--- src/rtl/cpu_pkg.sv ---
// rtl/cpu_pkg.sv - shared types and default widths for the EX/MEM stage
package cpu_pkg;

    localparam int DATA_W_DEF = 32;
    localparam int REG_AW_DEF = 6;

    typedef enum logic [1:0] {
        BR_NONE = 2'b00,
        BR_JUMP = 2'b01,
        BR_BRZ  = 2'b10,
        BR_BRN  = 2'b11
    } br_type_e;

    typedef struct packed {
        logic [DATA_W_DEF-1:0] result;
        logic [REG_AW_DEF-1:0] rd;
        logic                  reg_we;
        logic                  mem_we;
        logic                  mem_re;
    } ex_mem_payload_t;

endpackage

--- src/rtl/branch_cond.sv ---
// rtl/branch_cond.sv - resolves branch type against the stored Z/N flags
module branch_cond
    import cpu_pkg::*;
(
    input  logic [1:0] br_type,
    input  logic       flag_z,
    input  logic       flag_n,
    output logic       taken
);

    always_comb begin
        taken = 1'b0;
        case (br_type_e'(br_type))
            BR_JUMP: taken = 1'b1;
            BR_BRZ:  taken = flag_z;
            BR_BRN:  taken = flag_n;
            default: taken = 1'b0;
        endcase
    end

endmodule

--- src/rtl/ex_mem_stage.sv ---
// rtl/ex_mem_stage.sv - EX/MEM register, Z/N flags and branch redirect
// Optional perf_retired/perf_taken counters when EX_PERF_CNT_EN is defined.
module ex_mem_stage
    import cpu_pkg::*;
#(
    parameter int DATA_W = DATA_W_DEF,
    parameter int REG_AW = REG_AW_DEF
) (
    input  logic              clk,
    input  logic              rst_n,
    input  logic              in_valid,
    output logic              in_ready,
    input  logic [DATA_W-1:0] in_result,
    input  logic              in_z,
    input  logic              in_n,
    input  logic              in_flag_we,
    input  logic [1:0]        in_br_type,
    input  logic [DATA_W-1:0] in_target,
    input  logic [REG_AW-1:0] in_rd,
    input  logic              in_reg_we,
    input  logic              in_mem_we,
    input  logic              in_mem_re,
    output logic              out_valid,
    input  logic              out_ready,
    output logic [DATA_W-1:0] out_result,
    output logic [REG_AW-1:0] out_rd,
    output logic              out_reg_we,
    output logic              out_mem_we,
    output logic              out_mem_re,
    output logic              flag_z,
    output logic              flag_n,
    output logic              redirect_valid,
    output logic [DATA_W-1:0] redirect_pc
`ifdef EX_PERF_CNT_EN
    ,
    output logic [31:0]       perf_retired,
    output logic [31:0]       perf_taken
`endif
);

    logic accept;
    logic live;
    logic cond_taken;
    logic taken;

    assign in_ready = ~out_valid | out_ready;
    assign accept   = in_valid & in_ready;
    // An instruction accepted while the redirect pulse is high is wrong-path.
    assign live     = accept & ~redirect_valid;
    assign taken    = live & cond_taken;

    branch_cond u_branch_cond (
        .br_type (in_br_type),
        .flag_z  (flag_z),
        .flag_n  (flag_n),
        .taken   (cond_taken)
    );

    always_ff @(posedge clk or negedge rst_n) begin
        if (!rst_n) begin
            out_valid  <= 1'b0;
            out_result <= '0;
            out_rd     <= '0;
            out_reg_we <= 1'b0;
            out_mem_we <= 1'b0;
            out_mem_re <= 1'b0;
        end else if (live) begin
            out_valid  <= 1'b1;
            out_result <= in_result;
            out_rd     <= in_rd;
            out_reg_we <= in_reg_we;
            out_mem_we <= in_mem_we;
            out_mem_re <= in_mem_re;
        end else if (out_ready) begin
            out_valid  <= 1'b0;
        end
    end

    always_ff @(posedge clk or negedge rst_n) begin
        if (!rst_n) begin
            flag_z <= 1'b0;
            flag_n <= 1'b0;
        end else if (live && in_flag_we) begin
            flag_z <= in_z;
            flag_n <= in_n;
        end
    end

    always_ff @(posedge clk or negedge rst_n) begin
        if (!rst_n) begin
            redirect_valid <= 1'b0;
            redirect_pc    <= '0;
        end else begin
            redirect_valid <= taken;
            if (taken) begin
                redirect_pc <= in_target;
            end
        end
    end

`ifdef EX_PERF_CNT_EN
    always_ff @(posedge clk or negedge rst_n) begin
        if (!rst_n) begin
            perf_retired <= '0;
            perf_taken   <= '0;
        end else begin
            if (out_valid && out_ready) begin
                perf_retired <= perf_retired + 32'd1;
            end
            if (redirect_valid) begin
                perf_taken <= perf_taken + 32'd1;
            end
        end
    end
`endif

endmodule

--- config.mk ---
export PLATFORM = sky130hd
export DESIGN_NAME = ex_mem_stage
export DESIGN_NICKNAME = d
export VERILOG_FILES = /design/src/rtl/cpu_pkg.sv /design/src/rtl/branch_cond.sv /design/src/rtl/ex_mem_stage.sv
export SDC_FILE = /design/constraint.sdc
export NUM_CORES = 1
export LEC_CHECK = 0
export BUFFER_PORTS_ARGS = -buffer_cell sky130_fd_sc_hd__buf_2
export CORE_UTILIZATION = 45
export CTS_CLUSTER_SIZE = 16
export DETAILED_ROUTE_END_ITERATION = 16
export GPL_ROUTABILITY_DRIVEN = 1
export PLACE_DENSITY = 0.79
export REMOVE_ABC_BUFFERS = 1
export SYNTH_ARGS = -nofsm -noshare
export SYNTH_HDL_FRONTEND = slang
export SYNTH_HIERARCHICAL = 1
export SYNTH_SLANG_ARGS = --single-unit
--- constraint.sdc ---
create_clock -name clk -period 1.5 [get_ports clk]
set_input_delay 0.3 -clock clk [delete_from_list [all_inputs] [get_ports clk]]
set_output_delay 0.3 -clock clk [all_outputs]
set_load 0.03 [all_outputs]
==> results.txt, run 1 <==
status - complete, no violations
htree depth - 3
clock-pin slew of the registers on the worst-case setup and hold paths - 0.08 ns
Routed WL - 6301 um
Mapped Cells - 171
Post-Syn Area - 3182 sq um
HP Class - input pin to flop
initial antenna violation count - 0
Tcrit/Tclk final - 96.83%
Placed Area - 4100 sq um
number of remaining DRC errors - 0
CP required - 1.72 ns
Non-Filler Instances - 447
global route total overflow - 0
Synth Warn # - 6
worst slew pin tran - 0.3731 ns
WS Path Type - flop to flop
vias - 2,049
Worst Setup Slack, final - 0.04754 ns
distinct cell type count after synthesis - 14
final setup vio count - 0
worst-case clock buffer depth - 2
number of global-route vias before repair - 2,120
Initial Util - 46.83%
die height - 86.09 um
finished layout cell area - 4340 sq um
gr usage total - 17.69%
final worst path period need - 1.452 ns
maximum vdd drop - 0.9480 mV
Clock Latency Late Sink - 0.33 ns
max-capacitance violation count - 0
Die Wd - 86.09 um
Slowest Stage Delay on Critical Path - 0.37 ns
CP arrival - 1.67 ns
Area Overhead vs Synth - 36.41%
RSZ-0062 raised after global routing - true
Final Hold Viols - 0
clock sinks - 77
Leak Pwr - 2.253 nW
Synth Register Bits - 77
pin count of the biggest net entering global routing - 48
Slowest cell on crit path - dfrtp_1
CP cell instances - a21oi_1 > a31oi_1 > and3_4 > buf_12 > mux2_4
Highest Clock Rate - 0.6885 GHz
CP endpoint kind - flop
DRT antenna net count - 0
die area - 7411 sq um
CP max FO - 15
Nets - 428
Final Max Slew Viols - 0
drt pass-1 iters - 4
WL/cell - 14.10 um
clk root buf - clkbuf_8
post-synthesis sequential area ratio - 60.56%
Syn Area/Cell - 18.61 sq um
Buffers on Ports - 159
DP Worst Slack - -0.01602 ns
max_slew headroom - 75.13%
TritonCTS clock tree - done
ANT cells - 0
area of the core - 6794 sq um
Clock Skew - 0.01319 ns
Cell Pwr Density - 1702 nW/um^2
row cnt - 30
first-pass GRT wire length - 9942 um
placer congestion estimate - 0.7471
Startpoint Class - flop
num ports - 160
CTS Buf Count - 9
vias per cell - 4.584
initial drt markers - 54
hpwl dp - 4726 um
dpl cells - 429
setup TNS - 0 ns
proportion of layout cells with a drive suffix above 1 - 75.78%
[layer usage]
layer	part of all wire, %	vias to the layer above	routed length [um]	track usage [%]
li1	-	939	-	-
met1	41	993	2611	21.89
met2	48	109	3032	29.08
met3	9.0	8	565	5.197
met4	1.4	0	91	7.273
met5	0	-	0	0
[cell usage after synthesis]
cell type / n / area, sq um
mux2_4: 55 / 825.8
nor2b_4: 1 / 13.76
dfrtp_1: 77 / 1927
buf_12: 3 / 60.06
o21ai_0: 1 / 5.000
and2_4: 1 / 8.760
mux2_2: 20 / 225.2
and3_4: 1 / 11.26
a21oi_1: 1 / 5.000
a31oi_1: 1 / 6.260
nand3_1: 1 / 5.000
nand2b_4: 1 / 13.76
buf_6: 6 / 67.56
inv_1: 2 / 7.510
[cell type report]
cell class,instances,area [sq um]
multi-input cells,83,1124
clock inverters,6,87.58
fillers,516,2454
repair buffers,173,947.2
clock buffers,10,127.6
flip-flops and latches,77,1927
well taps,96,120.1
inverters,2,7.507
[flip-flops by register name (all words and copies together), names as in the netlist]
signal / flops
redirect_pc: 32
redirect_valid: 1
flag_n: 1
out_reg_we: 1
out_valid: 1
flag_z: 1
out_mem_re: 1
out_rd: 6
out_result: 32
out_mem_we: 1
[layout by cell type (no fill, tap or decap)]
| cell | count |
|---|---|
| mux2_4 | 56 |
| clkinv_4 | 2 |
| clkbuf_8 | 9 |
| buf_2 | 158 |
| and2_4 | 1 |
| a21oi_1 | 1 |
| clkinv_2 | 2 |
| mux2_2 | 19 |
| and3_4 | 1 |
| dfrtp_1 | 77 |
| buf_12 | 3 |
| nand2b_4 | 1 |
| a31oi_1 | 1 |
| bufinv_16 | 2 |
| o21ai_0 | 1 |
| dlygate4sd3_1 | 1 |
| nand3_1 | 1 |
| buf_4 | 10 |
| clkbuf_1 | 1 |
| inv_1 | 2 |
| nor2b_4 | 1 |
| buf_6 | 1 |
[power breakdown]
part           internal, mW  total, mW  leakage (nW)  switching (mW)
Clock                 0.938       1.66         0.110           0.721
Sequential             2.61       2.91         0.903           0.305
Combinational          1.18       2.82          1.24            1.64
[path summary, 6_finish.rpt]
check	cells past startpoint	slack (ns)	end	from
max	5	0.05	redirect_pc[20]	flag_z
min	2	0.19	redirect_pc[18]	in_target[18]
min reg2reg	1	0.50	out_result[30]	out_result[30]
max reg2reg	5	0.05	redirect_pc[20]	flag_z
min in group asynchronous	3	0.48	redirect_pc[23]	rst_n
max in group asynchronous	3	0.67	out_result[9]	rst_n
[metrics by stage]
step / power, mW / utilization [%] / hold slack [ns]
2_1_floorplan: 4.839 / - / 0.004409
5_1_grt: 7.715 / 63.89 / 0.1790
6_report: 7.388 / 63.89 / 0.1892
3_5_place_dp: 5.758 / 60.35 / 0.2946
4_1_cts: 7.448 / 63.66 / 0.1764
3_3_place_gp: 5.693 / 60.35 / 0.2882
[critical path, delay by kind of cell, from the launching register on]
| family | cells | cell delay (ns) |
|---|---|---|
| buffers and inverters | 1 | 0.18 |
| and+or+nand+nor | 1 | 0.26 |
| muxes | 1 | 0.31 |
| AOI/OAI and AO/OA | 2 | 0.21 |
| DFF | 1 | 0.37 |
[what timing repair did]
item | in CTS | in global routing
resized for setup | 0 | 2
hold buffers | 1 | 0
setup endpoints to repair | 0 | 12
hold endpoints to repair | 65 | 0
buffers inserted | 0 | 1
[kinds of logic (layout without fill, tap and decap cells)]
| group | count (synthesis) | in the layout | share of synthesized area [%] |
|---|---|---|---|
| buffers and inverters | 11 | 191 | 4.247 |
| AO/OA/AOI/OAI | 3 | 3 | 0.5110 |
| flip-flops | 77 | 77 | 60.56 |
| multiplexers | 75 | 75 | 33.03 |
| AND/OR/NAND/NOR | 5 | 5 | 1.651 |
Note: power is estimated with default switching activity, not from simulation.
==> run 2, diff against run 1 <==
- PLACE_DENSITY: 0.79 -> 0.77
- clock period: 1.5 -> 1.53 ns (I/O delays scaled with it)
==> run 2 against run 1 <==
  * Count of clock-buffer cells in the layout increased by 1
  * Highest routed layer unchanged
  * Die area stayed put
  * Via count fell by 3.0%
==> results.txt, run 2 (synthesis results as in run 1) <==
Die Wd - 86.09 um
max_slew headroom - 72.97%
area of the core - 6794 sq um
num ports - 160
clk root buf - clkbuf_8
worst slew pin tran - 0.4055 ns
initial antenna violation count - 0
drt pass-1 iters - 4
gr usage total - 16.98%
Clock Skew - 0.01080 ns
CTS Buf Count - 9
final worst path period need - 1.462 ns
vias per cell - 4.516
Final Hold Viols - 0
Highest Clock Rate - 0.6838 GHz
RSZ-0062 raised after global routing - false
power share of the clock group - 20.8%
sw frac - 36.26%
sequential share of power - 40.4%
die height - 86.09 um
placer congestion estimate - 0.7422
die area - 7411 sq um
Pint - 4.481 mW
vias - 1,987
commonest non-fill, non-tap cell in the layout - buf_2
WS Path Type - flop to flop
Gate power share - 38.8%
Leak Pwr - 2.210 nW
TritonCTS clock tree - done
status - complete, no violations
Startpoint Class - flop
Final Max Slew Viols - 0
DP Worst Slack - 0.04663 ns
HP Class - input pin to flop
pin count of the biggest net entering global routing - 78
proportion of layout cells with a drive suffix above 1 - 75.29%
Nets - 422
sw power - 2.550 mW
maximum vdd drop - 0.9850 mV
clock sinks - 77
htree depth - 3
CP arrival - 1.68 ns
CP endpoint kind - flop
Initial Util - 46.83%
Clock Latency Late Sink - 0.33 ns
commonest non-fill, non-tap cells in the layout - buf_2 (158), dfrtp_1 (77), mux2_4 (55)
post-CTS resize count - 0
number of global-route vias before repair - 2,054
DRT antenna net count - 0
first-pass GRT wire length - 9597 um
Tcrit/Tclk final - 95.59%
Worst Setup Slack, final - 0.06754 ns
ANT cells - 0
global route total overflow - 0
Routed WL - 6031 um
row cnt - 30
initial drt markers - 52
Placed Area - 4075 sq um
worst-case clock buffer depth - 2
Area Overhead vs Synth - 34.37%
hpwl dp - 4351 um
registers with the most flip-flops - out_result (32), redirect_pc (32), out_rd (6)
clock-pin slew of the registers on the worst-case setup and hold paths - 0.08 ns
number of remaining DRC errors - 0
CP required - 1.74 ns
postcts setup bufs - 0
finished layout cell area - 4275 sq um
final setup vio count - 0
WL/cell - 13.71 um
max-capacitance violation count - 0
Buffers on Ports - 159
CP max FO - 13
Cell Pwr Density - 1644 nW/um^2
==> run 2: changes by cell type in the layout (fill, tap and decap cells not counted) <==
cell / delta
bufinv_16: -1
clkbuf_8: +1
mux2_2: +1
buf_4: -6
mux2_4: -1
buf_6: -1
clkinv_4: -1
buf_12: +1
==> run 2: through the flow <==
step	total power, mW	setup TNS [ns]	std cells	hold slack (ns)	util, %
floorplan	4.745	-12.92	162	0.01041	-
global placement	5.571	0	424	0.3485	59.98
detailed placement	5.612	0	424	0.3550	59.98
CTS	7.127	0	440	0.1828	62.93
global route	7.381	0	440	0.1906	62.93
finish	7.030	0	440	0.2044	62.93
==> run 2: metal layers <==
| layer | part of all wire, % | track usage [%] | vias up | wire [um] |
|---|---|---|---|---|
| li1 | - | - | 933 | - |
| met1 | 43 | 20.98 | 945 | 2621 |
| met2 | 46 | 27.06 | 101 | 2780 |
| met3 | 9.0 | 5.967 | 8 | 542 |
| met4 | 1.4 | 7.273 | 0 | 86 |
| met5 | 0 | 0 | - | 0 |
==> run 2: power groups by stage <==
stage	Clock, mW	Combinational [mW]	Sequential, mW
floorplan	0	0.828	3.92
global placement	0	2.71	2.86
detailed placement	0	2.76	2.86
CTS	1.53	2.75	2.85
global route	1.60	2.86	2.92
finish	1.46	2.73	2.84
==> run 2: layout make-up <==
type | instances | area (sq um)
Fill cell | 529 | 2519
Timing Repair Buffer | 167 | 910.9
Sequential cell | 77 | 1927
Clock inverter | 4 | 48.80
Clock buffer | 11 | 141.4
Multi-Input combinational cell | 83 | 1120
Tap cell | 96 | 120.1
Inverter | 2 | 7.507
==> run 2: worst max-delay path, stage by stage (launching register included) <==
cell	delay, ns
dfrtp_1	0.37
a21oi_1	0.07
a31oi_1	0.15
and3_4	0.25
buf_12	0.16
mux2_2	0.34
==> run 2: worst paths after layout <==
kind / startpoint / endpoint / depth (start not counted) / slack, ns
max in group asynchronous: rst_n / out_rd[4] / 3 / 0.66
min in group asynchronous: rst_n / flag_n / 3 / 0.51
min: in_result[25] / out_result[25] / 2 / 0.20
max reg2reg: flag_z / redirect_pc[31] / 5 / 0.07
max: flag_z / redirect_pc[31] / 5 / 0.07
min reg2reg: out_result[28] / out_result[28] / 1 / 0.50
==> run 2: what timing repair did <==
action / in CTS / in global routing
hold buffers: 1 / 0
hold endpoints to repair: 46 / 0
setup endpoints to repair: 0 / 0
==> run 3, diff against run 2 <==
- ABC_AREA: unset -> 1
- SETUP_SLACK_MARGIN: unset -> 0.5
==> run 3 against run 2 <==
  * First-iteration DRC count increased to 3.5 times the previous value
  * Register-to-register slack improved by 0.15 ns
  * Non-clock buffer count increased by 54
  * Synthesized area decreased by 1.3%
  * Clock skew decreased by 0.00074 ns
  * Critical path type is now flop to output port
  * Combinational power increased by 40%
  * Count of clock-buffer cells in the layout increased by 1
  * Highest routed layer unchanged
  * Critical endpoint is now in_ready
  * Final area increased by 27%
  * Routed wire length increased by 82%
  * Sequential power increased by 5%
  * Sequential share of layout area decreased by 9.7 points
  * Utilization increased by 18 points
==> results.txt, run 3 <==
registers with the most flip-flops - out_result (32), redirect_pc (32), out_rd (6)
number of remaining DRC errors - 0
clk root buf - clkbuf_8
Pint - 5.414 mW
gr usage total - 23.83%
area of the core - 6756 sq um
DP Worst Slack - 0.2338 ns
initial antenna violation count - 0
Initial Util - 46.46%
commonest non-fill, non-tap cell in the layout - nand2_1
ranking of synthesized cells by area - dfrtp_1 (61%), nand2_1 (19%), nand3_1 (6.9%)
vias - 3,417
Yosys top cell area share - 61.38%
Post-synth EDFFs - 0
Post-Syn Area - 3139 sq um
sw frac - 37.35%
final setup vio count - 0
status - complete, no violations
clock-pin slew of the registers on the worst-case setup and hold paths - 0.08 ns
CP required - 1.22 ns
num ports - 160
proportion of layout cells with a drive suffix above 1 - 47.57%
Leak Pwr - 2.975 nW
met1 usage - 31.81%
TritonCTS clock tree - done
sw power - 3.228 mW
Synth Register Bits - 77
Top FF cell, synth - dfrtp_1
CP max FO - 3
placer congestion estimate - 0.7679
Clock Latency Late Sink - 0.33 ns
global routing usage on met3 - 4.812%
Mapped Cells - 344
CP endpoint kind - output port
CP arrival - 1.02 ns
Routed WL - 10,960 um
Nets - 632
die height - 85.53 um
global route total overflow - 0
Worst Setup Slack, final - 0.2051 ns
CTS Buf Count - 9
Most Crowded Layer GR - met2
Syn Area/Cell - 9.126 sq um
HP Class - input pin to flop
Synth Warn # - 6
Clock Skew - 0.01005 ns
first-pass GRT wire length - 13,600 um
worst slew pin tran - 0.4124 ns
ANT cells - 0
Final Max Slew Viols - 0
maximum vdd drop - 0.8934 mV
Cell Pwr Density - 1587 nW/um^2
setup TNS - 0 ns
power share of the clock group - 21.5%
vias per cell - 5.381
max-capacitance violation count - 0
Tot Pwr - 8.642 mW
clock sinks - 77
commonest non-fill, non-tap cells in the layout - nand2_1 (133), buf_6 (86), buf_2 (81)
Buffers on Ports - 159
worst-case clock buffer depth - 2
Hold Slack - 0.1982 ns
Tcrit/Tclk final - 86.60%
sequential share of power - 34.4%
number of global-route vias before repair - 2,888
die area - 7315 sq um
most instantiated cells after synthesis - nand2_1 (155), dfrtp_1 (77), nand3_1 (43)
worst r2r src - redirect_valid
Gate power share - 44.1%
count leader, synth - nand2_1
Hold Path Origin - in_result[1]
WL/cell - 17.27 um
final worst path period need - 1.325 ns
ys async rst share - 100.0%
Highest Clock Rate - 0.7548 GHz
max_slew headroom - 72.51%
initial drt markers - 181
Die Wd - 85.53 um
Final Hold Viols - 0
drt pass-1 iters - 5
row cnt - 30
CP startpoint - out_valid
distinct cell type count after synthesis - 13
cell taking the most area after synthesis - dfrtp_1
WS Path Type - flop to output port
hpwl dp - 5357 um
DRT antenna net count - 0
htree depth - 3
utilization after layout - 80.59%
pin count of the biggest net entering global routing - 78
internal reg-to-reg setup slack - 0.22 ns
RSZ-0062 raised after global routing - true
post-synthesis sequential area ratio - 61.38%
met2 Track Usage GR - 38.98%
Startpoint Class - flop
Area Overhead vs Synth - 73.46%
## run 3: cell count changes after synthesis, moves of 3 or more
cell | previous run | this run
nand2_1 | 0 | 155
mux2_4 | 55 | 0
nand3_1 | 1 | 43
nand4_1 | 0 | 34
mux2_2 | 20 | 0
buf_2 | 0 | 16
buf_4 | 0 | 6
buf_6 | 6 | 1
clkbuf_1 | 0 | 4
buf_12 | 3 | 0
## run 3: cell type report
class | count | area [sq um]
Clock buffer | 12 | 145.1
Fill cell | 409 | 1311
Tap cell | 80 | 100.1
Inverter | 5 | 18.77
Sequential cell | 77 | 1928
Timing Repair Buffer | 221 | 1977
Clock inverter | 4 | 95.09
Multi-Input combinational cell | 236 | 1181
## run 3: critical path, cell delays in order (launching register included)
cell	delay (ns)
dfrtp_2	0.45
nand2_8	0.10
buf_6	0.13
## run 3: cell families after synthesis
group	share of synthesized area, %
buffers and inverters	5.420
AND/OR/NAND/NOR	33.20
flip-flops	61.38
## run 3: timing repair
item	4_1_cts	5_1_grt
setup endpoints to repair	155	155
buffers inserted	3	35
cloned	1	11
gates resized for setup	7	265
hold buffers	1	0
hold endpoints to repair	2	0
pin swaps	1	2
## run 3: per-stage QoR
stage / instances / area (sq um)
2_1_floorplan: 317 / 2988
5_1_grt: 635 / 5445
4_1_cts: 589 / 4348
3_5_place_dp: 568 / 4039
3_3_place_gp: 568 / 4039
6_report: 635 / 5445
## run 3: path summary, 6_finish.rpt
path	endpoint	cells after the start
max reg2reg	redirect_pc[13]	6
min	out_result[1]	3
max in group asynchronous	out_valid	3
max	in_ready	2
min reg2reg	out_result[31]	2
min in group asynchronous	out_result[12]	3
## run 3: layer usage
layer  up-vias  wire, um  part of all wire, %
met4         0       230                  2.1
met5         -         0                    0
met2       197      5601                   51
met1      1656      4274                   39
li1       1539         -                    -
met3        25       858                  7.8
## run 3: power by group through the flow
| stage | Combinational, mW | Sequential [mW] | Clock (mW) |
|---|---|---|---|
| after floorplan | 0.568 | 3.86 | 0 |
| after global placement | 2.50 | 2.83 | 0 |
| after detailed placement | 2.55 | 2.83 | 0 |
| after CTS | 2.59 | 2.81 | 1.87 |
| after global routing | 4.01 | 3.02 | 1.96 |
| final | 3.81 | 2.97 | 1.86 |
